File: src/rtl/apple1_reset_pkg.sv
// Shared types and default timing constants for the apple1 board reset sequencer.
// Latency: none (package only).
// Backpressure: none (package only).
// Contents: state_t (3-bit state encoding for state_dbg), default cycle
// counts at 25 MHz, and a small max helper used to size the shared counter.
package apple1_reset_pkg;

  typedef enum logic [2:0] {
    S_POR      = 3'd0,
    S_BOOT_CLS = 3'd1,
    S_RUN      = 3'd2,
    S_CLS      = 3'd3,
    S_BTN_RST  = 3'd4
  } state_t;

  localparam int POR_CYCLES_DEF       = 1000000; // 40 ms
  localparam int DEBOUNCE_CYCLES_DEF  = 250000;  // 10 ms
  localparam int MIN_RESET_CYCLES_DEF = 1024;
  localparam int CLS_CYCLES_DEF       = 16;

  function automatic int max_int(input int a, input int b);
    return (a > b) ? a : b;
  endfunction

endpackage

File: src/rtl/btn_debouncer.sv
// Two-flop synchroniser plus debounce counter for one active-low button.
// Latency: a steady level change appears on level_n DEBOUNCE_CYCLES+2 edges after first sample.
// Backpressure: none; free-running, always accepts the raw input.
// Ports: clk25 (clock), rst (sync active-high reset), btn_n (raw async
// button), level_n (debounced level, resets to 1 = released).
module btn_debouncer #(
  parameter int DEBOUNCE_CYCLES = 250000
) (
  input  logic clk25,
  input  logic rst,
  input  logic btn_n,
  output logic level_n
);

  localparam int CW = (DEBOUNCE_CYCLES > 1) ? $clog2(DEBOUNCE_CYCLES) : 1;
  localparam logic [CW-1:0] CNT_LAST = CW'(DEBOUNCE_CYCLES - 1);

  logic          sync1;
  logic          sync2;
  logic [CW-1:0] cnt;

  always_ff @(posedge clk25) begin
    if (rst) begin
      sync1   <= 1'b1;
      sync2   <= 1'b1;
      level_n <= 1'b1;
      cnt     <= '0;
    end else begin
      sync1 <= btn_n;
      sync2 <= sync1;
      // Any sample agreeing with the current level restarts the stability
      // window, so only an unbroken run of DEBOUNCE_CYCLES differing samples
      // can move the output.
      if (sync2 == level_n) begin
        cnt <= '0;
      end else if (cnt == CNT_LAST) begin
        level_n <= sync2;
        cnt     <= '0;
      end else begin
        cnt <= cnt + CW'(1);
      end
    end
  end

endmodule

File: src/rtl/reset_sequencer.sv
// Board reset / clear-screen sequencer: POR hold, min-width button reset, timed cls pulses.
// Latency: button reset reaches sys_rst_n DEBOUNCE_CYCLES+3 edges after first low sample.
// Backpressure: none; button presses outside S_RUN/S_CLS are dropped, never queued.
// Ports: clk25, rst (sync active-high), btn_reset_n / btn_cls_n (raw async
// buttons), sys_rst_n (apple1 rst_n), cls (apple1 vga_cls), state_dbg (LEDs).
// Build option: define RESET_SEQ_BOOT_CLS_EN to issue a cls pulse after every
// reset release (S_BOOT_CLS); without it resets release straight into S_RUN.
module reset_sequencer
  import apple1_reset_pkg::*;
#(
  parameter int POR_CYCLES       = POR_CYCLES_DEF,
  parameter int DEBOUNCE_CYCLES  = DEBOUNCE_CYCLES_DEF,
  parameter int MIN_RESET_CYCLES = MIN_RESET_CYCLES_DEF,
  parameter int CLS_CYCLES       = CLS_CYCLES_DEF
) (
  input  logic       clk25,
  input  logic       rst,
  input  logic       btn_reset_n,
  input  logic       btn_cls_n,
  output logic       sys_rst_n,
  output logic       cls,
  output logic [2:0] state_dbg
);

  localparam int CNT_MAX = max_int(max_int(POR_CYCLES, MIN_RESET_CYCLES), CLS_CYCLES);
  localparam int CNT_W   = (CNT_MAX > 1) ? $clog2(CNT_MAX) : 1;

  localparam logic [CNT_W-1:0] POR_LAST = CNT_W'(POR_CYCLES - 1);
  localparam logic [CNT_W-1:0] MIN_LAST = CNT_W'(MIN_RESET_CYCLES - 1);
  localparam logic [CNT_W-1:0] CLS_LAST = CNT_W'(CLS_CYCLES - 1);

`ifdef RESET_SEQ_BOOT_CLS_EN
  localparam state_t AFTER_RESET = S_BOOT_CLS;
`else
  localparam state_t AFTER_RESET = S_RUN;
`endif

  logic             rst_lvl_n;
  logic             cls_lvl_n;
  logic             cls_lvl_prev_n;
  logic             cls_fall;
  state_t           state;
  state_t           state_nxt;
  logic [CNT_W-1:0] cnt;
  logic [CNT_W-1:0] cnt_nxt;

  btn_debouncer #(.DEBOUNCE_CYCLES(DEBOUNCE_CYCLES)) u_deb_reset (
    .clk25   (clk25),
    .rst     (rst),
    .btn_n   (btn_reset_n),
    .level_n (rst_lvl_n)
  );

  btn_debouncer #(.DEBOUNCE_CYCLES(DEBOUNCE_CYCLES)) u_deb_cls (
    .clk25   (clk25),
    .rst     (rst),
    .btn_n   (btn_cls_n),
    .level_n (cls_lvl_n)
  );

  // Edge, not level: a held button yields one pulse, and a button already
  // held when S_RUN is entered has no fresh edge to act on.
  assign cls_fall = cls_lvl_prev_n & ~cls_lvl_n;

  always_comb begin
    state_nxt = state;
    cnt_nxt   = cnt + CNT_W'(1);
    case (state)
      S_POR: begin
        if (cnt == POR_LAST) state_nxt = AFTER_RESET;
      end
`ifdef RESET_SEQ_BOOT_CLS_EN
      S_BOOT_CLS: begin
        if (!rst_lvl_n)           state_nxt = S_BTN_RST;
        else if (cnt == CLS_LAST) state_nxt = S_RUN;
      end
`endif
      S_RUN: begin
        cnt_nxt = '0;
        if (!rst_lvl_n)    state_nxt = S_BTN_RST;
        else if (cls_fall) state_nxt = S_CLS;
      end
      S_CLS: begin
        if (!rst_lvl_n)           state_nxt = S_BTN_RST;
        else if (cnt == CLS_LAST) state_nxt = S_RUN;
      end
      S_BTN_RST: begin
        // Saturate so a long press cannot wrap the counter and cut the
        // minimum width short after release.
        if (cnt >= MIN_LAST) begin
          cnt_nxt = cnt;
          if (rst_lvl_n) state_nxt = AFTER_RESET;
        end
      end
      default: state_nxt = S_POR;
    endcase
    if (state_nxt != state) cnt_nxt = '0;
  end

  // Outputs are decoded from the next state so they change on the same edge
  // as the state register and are driven straight from flops.
  always_ff @(posedge clk25) begin
    if (rst) begin
      state          <= S_POR;
      cnt            <= '0;
      cls_lvl_prev_n <= 1'b1;
      sys_rst_n      <= 1'b0;
      cls            <= 1'b0;
    end else begin
      state          <= state_nxt;
      cnt            <= cnt_nxt;
      cls_lvl_prev_n <= cls_lvl_n;
      sys_rst_n      <= !((state_nxt == S_POR) || (state_nxt == S_BTN_RST));
      cls            <= (state_nxt == S_CLS) || (state_nxt == S_BOOT_CLS);
    end
  end

  assign state_dbg = state;

endmodule

File: config.mk
export PLATFORM = sky130hd
export DESIGN_NAME = reset_sequencer
export DESIGN_NICKNAME = d
export VERILOG_FILES = /design/src/rtl/apple1_reset_pkg.sv /design/src/rtl/btn_debouncer.sv /design/src/rtl/reset_sequencer.sv
export SDC_FILE = /design/constraint.sdc
export NUM_CORES = 1
export LEC_CHECK = 0
export ABC_AREA = 1
export CORE_MARGIN = 8
export CORE_UTILIZATION = 46
export CTS_CLUSTER_SIZE = 40
export DETAILED_ROUTE_END_ITERATION = 10
export PLACE_DENSITY_LB_ADDON = 0.15
export SETUP_SLACK_MARGIN = 0.02
export SLEW_MARGIN = 10
export SYNTH_ARGS = -nofsm -noshare
export SYNTH_HDL_FRONTEND = slang
export SYNTH_SLANG_ARGS = --single-unit
File: constraint.sdc
create_clock -name clk25 -period 1.7 [get_ports clk25]
set_input_delay 0.34 -clock clk25 [delete_from_list [all_inputs] [get_ports clk25]]
set_output_delay 0.34 -clock clk25 [all_outputs]
set_load 0.005 [all_outputs]
After elaboration in Yosys (flattened, before gate mapping):

Index checks and enable logic that the tools add are counted.

* output and inout bits: 5
* register bits: 68
* word-level logic and storage cells: 55
* input bits: 4

* equal/unequal tests: 14
* order comparisons: 1
* multiplexer cells: 10
* $add $sub $neg: 3
* bitwise operators: 4
* reduce and logical (&&, ||, !) cells: 10

Operators by type and width (number)
* $pmux W20 S2: 1
* $add A18 B1 Y18 const B: 2
* $eq A18 B18 Y1 const B: 2
* $mux W3: 7
* $add A20 B1 Y20 const B: 1
* $eq A20 B20 Y1 const B: 1
* $eq A20 B4 Y1 const B: 1
* $ge A20 B10 Y1 const B: 1
* $mux W20: 1
* $pmux W3 S4: 1
* $eq A3 B2 Y1 const B: 3
* $eq A3 B3 Y1 const B: 2
* $logic_not A3 Y1: 2
* $reduce_or A3 Y1: 2
* $reduce_and A2 Y1: 2
* $eq A3 B1 Y1 const B: 1
* $ne A3 B3 Y1: 1
* $not A1 Y1: 3
* $eq A1 B1 Y1: 2
* $logic_or A1 B1 Y1: 2
* $ne A2 B2 Y1 const B: 1
* $reduce_or A2 Y1: 1
* $and A1 B1 Y1: 1
* $logic_not A1 Y1: 1

Longest topological paths before layout:

* depth in word-level cells: 8
* depth in mapped cells: 13

Hierarchy:

From an unflattened synthesis, not the netlist that was laid out.

* cells, all modules: 555
* area, all modules: 3758.6 µm²

Modules (own cells, without submodules)
* btn_debouncer: times used 2, area an instance 1036.0 µm², cells an instance 135, sequential area each 420.4 µm²
* reset_sequencer: times used 1, area an instance 1686.6 µm², cells an instance 285, sequential area each 520.5 µm²

Worst setup path before layout:

Ideal clock, no wire load.

* path type: register to register
* start: reg cnt[0]
* end: reg cnt[11]
* slack: 38 ps
* setup time: 118 ps
* buffers on the path: 1
* data arrival time: 1544 ps
* cell stages (with the launch flop): 14
* path through: dfxtp_1 ha_1 nand3_2 nor2_4 nand2_2 nand2_2 nand2_4 nand2_1 nand2_2 nand2_1 nand2_1 nand3_2 buf_6 nor2_1

* word-level cells in the longest chain between the ends: 6
* elaborated cells between the ends (all ways): 14
* those cells by class: 1 x add/sub; 1 x order compare; 4 x eq/ne; 7 x mux; 1 x reduce/logical

RTL lines
* start: declaration: line reset_sequencer.sv:44 `logic [CNT_W-1:0] cnt;`
* start signal: assignment: line reset_sequencer.sv:111 `cnt <= cnt_nxt;`
* branches (longest 6 deep; another with $ge A20 B10 Y1)

Parallel ways; which one is timed is not known. The select of a mux whose other input is x is not followed.
A chain may end at the register's enable or synchronous reset.

Worst setup path after layout:

* start: reg cnt[0]
* end: reg cnt[9]

Same word-level chain as after synthesis.

==> reports/results.ini <==
[status]
status=complete, but fails checks
violations=negative setup slack

[critical_path]
startpoint_type=register
path_cells=ha_4 -> nand3_4 -> nor2_4 -> nand2_2 -> nand2_2 -> nand2_4 -> nand2_2 -> nand2_2 -> nand2_1 -> nand2_1 -> nand3_2 -> buf_6 -> buf_12 -> nor2_1
cpLargestDelayFamily=simple AND/OR/NAND/NOR gates
worst-path-max-fanout=5
slowest_stage=dfxtp_2
startpoint=cnt[0]$_SDFFE_PP0P_
path_common_cell=nand2_2
cp_num_buf_inv=2
worstPathArrival_ns=1.96
critical_path_class=register to register
cp.required_ns=1.94
cpPeakStageDelay_ns=0.36
end_kind=register
r2r_start=cnt[0]$_SDFFE_PP0P_

[final_layout]
drive_gt1_frac=0.2104
nets=577
fin_area_sq_mm=0.004467
syn_to_final_growth_pct=28.65
antennaDiodeCount=0

[floorplanning]
start_util=0.4761
die-area_sq_mm=0.01058
core-area_sq_mm=0.007292
rows=31
die_y_microns=102.9
dieWidth_microns=102.9
io_pins=9

[logic_synthesis]
netlist.area_leader.share=0.3921
netlist_area_sq_mm=0.003472
syn_inst=515
yosys-top-cells-count=nor2_1, nand2_1, dfxtp_1, inv_1, nand3_1
synth_cell_type_count=35
yosys_warnings=0
synth.most_common_cell=nor2_1
yosysSeqAreaShare=0.3921
yosys-top-cells-area=dfxtp_1, nor2_1, nand2_1, inv_1, nand3_1
syn_area_per_cell_sq_um=6.742
syn-num-nets=522
yosys.area.top_type=dfxtp_1
ys.flop_type=dfxtp_1
async_flop_share=0
ys_ff_latch=68
synth_edf_count=0

[timing]
final_max_slew_viol_count=0
setup_slack_ns=-0.02392
finalClockSkew_ns=0.01389
max_freq_ghz=0.5801
tns_ns=-0.3155
hold_violations=0
tightest_slew_ns=0.7658
relSlewSlack=0.4895
setup_violations=20
holdWs_ns=0.4145
rsz0062_at_grt=true
fin_crit_sh=1.014
period_needed_ns=1.724

[power]
power_leakage_uw=0.001680
switching_power_uw=688.3
total_power_uw=3277
internal_power_uw=2589
worst_ir_drop_vdd_uv=479.5
p_per_area_mw_per_mm2=733.6
p_sw_frac=0.2101
clkPwrFrac=0.466
power_frac_seq=0.493
pwr-share-comb=0.041

[placement]
io_buffers=8
placed_cell_area_sq_mm=0.003840
dp_hpwl_mm=5.638
globalplace.congestion=0.8390
place_ws_ns=-0.05003

[clock_tree]
cts_root_buffer=clkbuf_8
h-tree-depth=3
cts_max_path_buffers=2
clk_latency_ns=0.35
cts_buffers=9
cts.sinks=68
clk_pin_slew_ns=0.08
cts_tree=done

[drt]
post_drt_wl_per_cell_microns=12.37
drtIter0Drc=196
via_per_inst=4.997
drc_errors=0
drt_first_pass_iters=4
vias=3368
drt-total-wl_mm=8.335
final_antenna_net_count=0

[global_route]
grt_max_degree=25
grt_pass1_vias=3148
antenna_found_initial=0
gr-total-overflow=0
grtUsageTotal=0.1625
grt_pass1_wl_mm=13.67

[run]
drv_cap=0

[hold_path]
hold_class=register to register
worstHoldStart=u_deb_cls.sync1$_SDFF_PP1_

==> path summary, 6_finish.rpt <==
kind,to,slack [ns],depth (start not counted)
max,cnt[9]$_SDFFE_PP0P_,-0.02,14
min,u_deb_cls.sync2$_SDFF_PP1_,0.41,1
max reg2reg,cnt[9]$_SDFFE_PP0P_,-0.02,14
min reg2reg,u_deb_cls.sync2$_SDFF_PP1_,0.41,1
==> stage by stage <==
| step | utilization | cells |
|---|---|---|
| 3_3_place_gp | 0.5266 | 640 |
| 3_5_place_dp | 0.5266 | 640 |
| 2_1_floorplan | - | 515 |
| 5_1_grt | 0.6126 | 674 |
| 6_report | 0.6126 | 674 |
| 4_1_cts | 0.5774 | 662 |
==> kinds of logic after synthesis <==
kind of cell               after synthesis  synth area share
and+or+nand+nor                        302            0.3820
AOI/OAI and AO/OA                       51           0.08361
buffers and inverters                   74           0.08865
DFF                                     68            0.3921
xor gates and xnor gates                17           0.04288
adders and majority gates                3           0.01081
==> power by group through the flow <==
stage	sequential [uW]	clock [uW]	combinational (uW)
2_1_floorplan	1650	0	47.7
3_3_place_gp	1650	0	85.9
3_5_place_dp	1650	0	88.4
4_1_cts	1610	1550	117
5_1_grt	1610	1630	146
6_report	1610	1530	135
==> state kept, by name, indices dropped and copies added, names as in the netlist, 3 cells and up <==
signal / count
state_dbg: 3
u_deb_cls.cnt: 18
cnt: 20
u_deb_reset.cnt: 18
==> per-layer routing <==
metal	global-route usage	up-vias	share of wire
li1	-	1771	-
met1	0.1913	1533	0.46
met2	0.2759	49	0.48
met3	0.03038	15	0.036
met4	0.08120	0	0.020
met5	0	-	0
==> cells in the final DEF (no fill, tap or decap), types with 5 or more instances in the layout <==
| master | synthesis | final |
|---|---|---|
| clkbuf_8 | 0 | 11 |
| nor2_1 | 115 | 98 |
| dfxtp_1 | 68 | 57 |
| nor3_1 | 22 | 18 |
| a21oi_1 | 24 | 24 |
| inv_1 | 65 | 63 |
| buf_4 | 1 | 33 |
| xnor2_1 | 7 | 7 |
| nand3_1 | 32 | 30 |
| or2_2 | 7 | 7 |
| nor2_2 | 2 | 19 |
| nand4_1 | 17 | 17 |
| buf_6 | 3 | 5 |
| xor2_1 | 10 | 10 |
| nand2_1 | 93 | 88 |
| o21ai_0 | 11 | 10 |
| dfxtp_2 | 0 | 11 |
| clkdlybuf4s50_1 | 0 | 8 |
| nand2_2 | 3 | 6 |
==> timing repair <==
action	4_1_cts	5_1_grt
pin swaps	2	14
resized for setup	16	46
endpoints found under the setup margin	38	42
gates cloned	2	3
setup buffers	4	9
hold buffers	0	0
==> final cells by class <==
| class | count | area (sq um) |
|---|---|---|
| clock buffers | 13 | 158.9 |
| clock inverters | 3 | 68.82 |
| fillers | 695 | 2825 |
| inverters | 65 | 247.7 |
| multi-input cells | 375 | 1988 |
| flip-flops and latches | 68 | 1375 |
| well taps | 99 | 123.9 |
| repair buffers | 51 | 504.2 |
Note: power is estimated with default switching activity, not from simulation.
